[src/rtl/slt_pkg.sv]
// Shared types and helpers for the multi-cycle set-less-than unit.
package slt_pkg;

  typedef enum logic [0:0] {
    IDLE = 1'b0,
    RUN  = 1'b1
  } state_e;

  localparam logic ALUC_SLT  = 1'b1;
  localparam logic ALUC_SLTU = 1'b0;

  function automatic int unsigned nchunk(input int unsigned width, input int unsigned chunk);
    return width / chunk;
  endfunction

endpackage

[src/rtl/slt_chunk_cmp.sv]
// Combinational unsigned comparator for one CHUNK-bit slice.
module slt_chunk_cmp #(
  parameter int unsigned CHUNK = 8
) (
  input  logic [CHUNK-1:0] a,
  input  logic [CHUNK-1:0] b,
  output logic             lt,
  output logic             eq
);

  assign lt = (a < b);
  assign eq = (a == b);

endmodule

[src/rtl/slt_seq.sv]
// Multi-cycle slt/sltu: compares CHUNK bits per clock, most-significant chunk first,
// with optional early exit on the first differing chunk.
module slt_seq
  import slt_pkg::*;
#(
  parameter int unsigned WIDTH      = 32,
  parameter int unsigned CHUNK      = 8,
  parameter int unsigned EARLY_EXIT = 1
) (
  input  logic             clk,
  input  logic             rst_n,
  input  logic             start,
  input  logic [WIDTH-1:0] a,
  input  logic [WIDTH-1:0] b,
  input  logic             aluc,
  output logic             busy,
  output logic             done,
  output logic [WIDTH-1:0] c,
  output logic             carry,
  output logic             negative,
  output logic             equal
);

  localparam int unsigned NCHUNK = nchunk(WIDTH, CHUNK);
  localparam int unsigned IW     = (NCHUNK > 1) ? $clog2(NCHUNK) : 1;
  localparam int unsigned SW     = (WIDTH > 1) ? $clog2(WIDTH) : 1;
  localparam logic [IW-1:0] LAST_IDX = IW'(NCHUNK - 1);

  if ((WIDTH % CHUNK) != 0 || NCHUNK < 1) begin : g_bad_params
    $error("slt_seq: WIDTH must be a non-zero multiple of CHUNK");
  end

  state_e           state_q;
  logic [WIDTH-1:0] a_q, b_q;
  logic             aluc_q;
  logic [IW-1:0]    idx_q;
  logic             dec_q;
  logic             ltu_q;

  logic [SW-1:0]    lsb;
  logic             chunk_lt, chunk_eq;
  logic             fin, ltu_fin, eq_fin, neg_fin;

  // Chunk 0 is the most-significant slice.
  assign lsb = SW'((NCHUNK - 1 - 32'(idx_q)) * CHUNK);

  slt_chunk_cmp #(
    .CHUNK (CHUNK)
  ) u_cmp (
    .a  (a_q[lsb +: CHUNK]),
    .b  (b_q[lsb +: CHUNK]),
    .lt (chunk_lt),
    .eq (chunk_eq)
  );

  always_comb begin
    fin     = 1'b0;
    ltu_fin = 1'b0;
    eq_fin  = 1'b0;
    if (EARLY_EXIT != 0 && !chunk_eq) begin
      fin     = 1'b1;
      ltu_fin = chunk_lt;
    end else if (idx_q == LAST_IDX) begin
      fin     = 1'b1;
      ltu_fin = dec_q ? ltu_q : chunk_lt;
      eq_fin  = !dec_q && chunk_eq;
    end
  end

  // Differing signs invert the unsigned order, so one comparator serves both modes.
  assign neg_fin = ltu_fin ^ (a_q[WIDTH-1] ^ b_q[WIDTH-1]);

  always_ff @(posedge clk or negedge rst_n) begin
    if (!rst_n) begin
      state_q  <= IDLE;
      a_q      <= '0;
      b_q      <= '0;
      aluc_q   <= 1'b0;
      idx_q    <= '0;
      dec_q    <= 1'b0;
      ltu_q    <= 1'b0;
      busy     <= 1'b0;
      done     <= 1'b0;
      c        <= '0;
      carry    <= 1'b0;
      negative <= 1'b0;
      equal    <= 1'b0;
    end else begin
      unique case (state_q)
        IDLE: begin
          done <= 1'b0;
          if (start) begin
            a_q     <= a;
            b_q     <= b;
            aluc_q  <= aluc;
            idx_q   <= '0;
            dec_q   <= 1'b0;
            ltu_q   <= 1'b0;
            busy    <= 1'b1;
            state_q <= RUN;
          end
        end
        RUN: begin
          if (fin) begin
            carry    <= ltu_fin;
            negative <= neg_fin;
            equal    <= eq_fin;
            c        <= WIDTH'((aluc_q == ALUC_SLT) ? neg_fin : ltu_fin);
            done     <= 1'b1;
            busy     <= 1'b0;
            state_q  <= IDLE;
          end else begin
            // Only the first unequal chunk decides in fixed-latency mode.
            if (!chunk_eq && !dec_q) begin
              dec_q <= 1'b1;
              ltu_q <= chunk_lt;
            end
            idx_q <= idx_q + IW'(1);
          end
        end
        default: state_q <= IDLE;
      endcase
    end
  end

endmodule

[config.mk]
export PLATFORM = sky130hd
export DESIGN_NAME = slt_seq
export DESIGN_NICKNAME = d
export VERILOG_FILES = /design/src/rtl/slt_pkg.sv /design/src/rtl/slt_chunk_cmp.sv /design/src/rtl/slt_seq.sv
export SDC_FILE = /design/constraint.sdc
export NUM_CORES = 1
export LEC_CHECK = 0
export ABC_AREA = 1
export BUFFER_PORTS_ARGS = -buffer_cell sky130_fd_sc_hd__buf_2
export CAP_MARGIN = 5
export CORE_ASPECT_RATIO = 0.75
export CORE_UTILIZATION = 52
export DETAILED_ROUTE_END_ITERATION = 7
export PLACE_DENSITY = 0.79
export SLEW_MARGIN = 10
export SYNTH_ARGS = -nofsm -noshare
export SYNTH_HDL_FRONTEND = slang
export SYNTH_SLANG_ARGS = --single-unit
[constraint.sdc]
create_clock -name clk -period 3.4 [get_ports clk]
set_clock_uncertainty 0.15 [all_clocks]
set_input_delay 0.68 -clock clk [delete_from_list [all_inputs] [get_ports clk]]
set_output_delay 0.68 -clock clk [all_outputs]
set_load 0.02 [all_outputs]
==> results.md <==
* Outcome: finished, final reports clean
* Clock Tree Buf Depth at 2
* Comb power frac at 21.8%
* Die X at 101 um
* FF-to-FF setup slack at 0.55 ns
* Max-slew violations at 0
* Max-Cap Viols at 0
* EDFF count, synth at 0
* Wirelength per Cell at 12.5 um
* Leak pwr at 2.40 nW
* Power per cell area at 529 nW/um^2
* CTS sink cnt at 76
* Iter 0 DRT Violations at 166
* Critical path's most frequent cell: nand2_2
* Fillers at 634
* Synth cell types at 24
* Proportion of layout cells with a drive suffix above 1 at 20.2%
* CTS H-tree lvls at 3
* Nets at 621
* TritonCTS buffer count at 9
* Clk pin slew, worst setup/hold paths at 0.08 ns
* Root Buffer: clkbuf_8
* Post-Syn Instances at 480
* Vias in the first global route at 2,958
* Detailed-route DRC error count at 0
* Ranking of synthesized cells by area: dfrtp_1, nand2_1, buf_4, ha_1, o21ai_0
* Post-DRT Antenna Nets at 0
* #FFs+latches synth at 76
* Switching Share at 31.9%
* Site Rows at 26
* CP startpoint kind: register
* Synth top area share at 49.5%
* Max Freq at 351 MHz
* Worst R2R Path Depth at 15
* Mapped cell area at 3840 sq um
* Top-count cell post-synth: nand2_1
* Post-synth top cells: nand2_1, dfrtp_1, buf_4
* Largest net degree at the start of global routing at 77
* YS warnings at 0
* Total gr overflow at 0
* Post_cts resized at 0
* Initial DRT Pass Iterations at 5
* Setup Fix Bufs, Post-CTS at 0
* First-pass GRT wire length at 13,400 um
* CTS tree: built
* Clk pwr share at 29.4%
* Slew margin rel. at 38.5%
* WL final at 8110 um
* Hold WS at 0.300 ns
* Initial antenna violation count at 0
* Hold Fails Final Rpt at 0
* Count of input and output buffers at 73
* Diodes inserted at 0
* Setup TNS at 0 ns
* Seq pwr share at 48.9%
* Crit Reg-Reg Startpoint: idx_q[1]$_DFFE_PN0P_
* Worst Max-Slew Pin Slew at 0.922 ns
* Asr flop ratio synth at 100%
* Core Box Area at 6990 sq um
* Post-layout min period at 2.85 ns
* Die area at 7750 sq um
* Ports at 105
* Syn_area_per_cell at 8.01 sq um
* Sequential area share after synthesis at 49.5%
* RSZ-0062 raised after global routing: false
* CP max-delay cell: inv_1
* DP HPWL at 5770 um
* Critical path arrival at 2.95 ns
* Die Height at 76.5 um
* Count of final setup violators at 0
* Critical path, cell by cell: inv_1 -> a21oi_1 -> a32o_1 -> ha_1 -> nand2_1 -> nor2_2 -> nand2_2 -> nor2_4 -> nand3_2 -> nand2_2 -> nand2_2 -> nand2_2 -> nand2_1 -> nor2_2 -> nor2_2
* Layout area overhead at 12.6%
* Slowest Stage Delay on Critical Path at 0.54 ns
* Worst VDD drop at 0.279 mV
* Most common flop cell mapped by yosys: dfrtp_1
* Internal at 1.56 mW
* GR Util All Layers at 22.4%
* Worst setup EP type: register
* Initial Util at 55.0%
* Yosys top cell by area: dfrtp_1
* Worst r2r dst: negative$_DFFE_PN0P_
* Fin crit share at 83.7%
* WP data required at 3.50 ns
* Hold_buf cts at 0
* CP Max Fanout at 25
* Final GP Congestion at 0.802
* WS Path Type: register to register
* Worst-skew pair later-pin latency at 0.36 ns
* Hold WC Path Type: primary input to async pin
* Net Sw Power at 0.730 mW
* Via count at 3,123
* Via/cell ratio at 4.83
-- cell families after synthesis --
group                    synth area share, %
other                                 0.0975
XOR/XNOR                               0.228
buffers and inverters                   10.5
AO/OA/AOI/OAI                           8.36
AND/OR/NAND/NOR                         28.4
adder cells (fa/ha/maj)                 2.93
flip-flops                              49.5
-- state kept, by name, indices dropped and copies added, names as in the netlist --
signal    flops
carry         1
negative      1
ltu_q         1
dec_q         1
equal         1
a_q          32
state_q       1
idx_q         2
done          1
aluc_q        1
busy          1
b_q          32
c             1
-- worst max path at each step --
stage,from,to,cells past startpoint
2_1_floorplan,idx_q[0]$_DFFE_PN0P_,negative$_DFFE_PN0P_,17
3_3_place_gp,idx_q[1]$_DFFE_PN0P_,negative$_DFFE_PN0P_,15
3_5_place_dp,idx_q[1]$_DFFE_PN0P_,negative$_DFFE_PN0P_,15
4_1_cts,idx_q[1]$_DFFE_PN0P_,negative$_DFFE_PN0P_,15
5_1_grt,idx_q[1]$_DFFE_PN0P_,negative$_DFFE_PN0P_,15
6_report,idx_q[1]$_DFFE_PN0P_,negative$_DFFE_PN0P_,15
-- layout by cell type (no fill, tap or decap), types with 2 or more instances in the layout --
cell and n:
nor2_2 4, nand2_1 233, nor2_4 2, buf_2 72, a32o_1 9, buf_4 4, o21ai_0 20, nor2_1 21
nand3_1 4, clkinv_4 2, clkinv_2 2, nand2_2 8, o22ai_1 8, clkbuf_8 9, ha_1 9, conb_1 31
a21oi_1 13, dfrtp_1 76, inv_2 2, inv_1 11
-- worst max-delay path: cells and delay by family (launching register included) --
kind / cells / cell delay [ns]
adder cells (fa/ha/maj): 1 / 0.30
AND/OR/NAND/NOR: 11 / 0.89
buffers and inverters: 1 / 0.54
flip-flops: 1 / 0.49
AO/OA/AOI/OAI: 2 / 0.37
-- power by group through the flow --
stage	Combinational [mW]	Sequential (mW)	Clock [mW]
after floorplan	0.370	1.13	0
after global placement	0.476	1.13	0
after detailed placement	0.499	1.13	0
after CTS	0.501	1.12	0.689
after global routing	0.568	1.13	0.734
final	0.498	1.12	0.671
-- metal layers --
| layer | routed length, um | up-vias | share of wire (%) | track usage [%] |
|---|---|---|---|---|
| li1 | - | 1576 | - | - |
| met1 | 3800 | 1433 | 47 | 31.2 |
| met2 | 3660 | 100 | 45 | 33.6 |
| met3 | 558 | 14 | 6.9 | 7.52 |
| met4 | 89 | 0 | 1.1 | 5.65 |
| met5 | 0 | - | 0 | 0 |
-- through the flow --
stage               cells  cell area (sq um)  setup slack (ns)  util, %  total power [mW]
finish                647               4330             0.553     61.9              2.29
global route          647               4330             0.321     61.9              2.43
CTS                   647               4330             0.563     61.9              2.31
detailed placement    631               4140             0.575     59.1              1.63
global placement      631               4140             0.714     59.1              1.61
floorplan             510               3960             0.948        -              1.50
-- final cells by class --
type                            instances  area, sq um  share of cell area [%]
Multi-Input combinational cell        367         1650                    38.2
Tap cell                               98          123                    2.83
Clock inverter                          6         65.1                    1.50
Inverter                               13         48.8                    1.13
Timing Repair Buffer                   77          410                    9.48
Clock buffer                           10          128                    2.95
Sequential cell                        76         1900                    43.9
(Power assumes the default switching activity.)
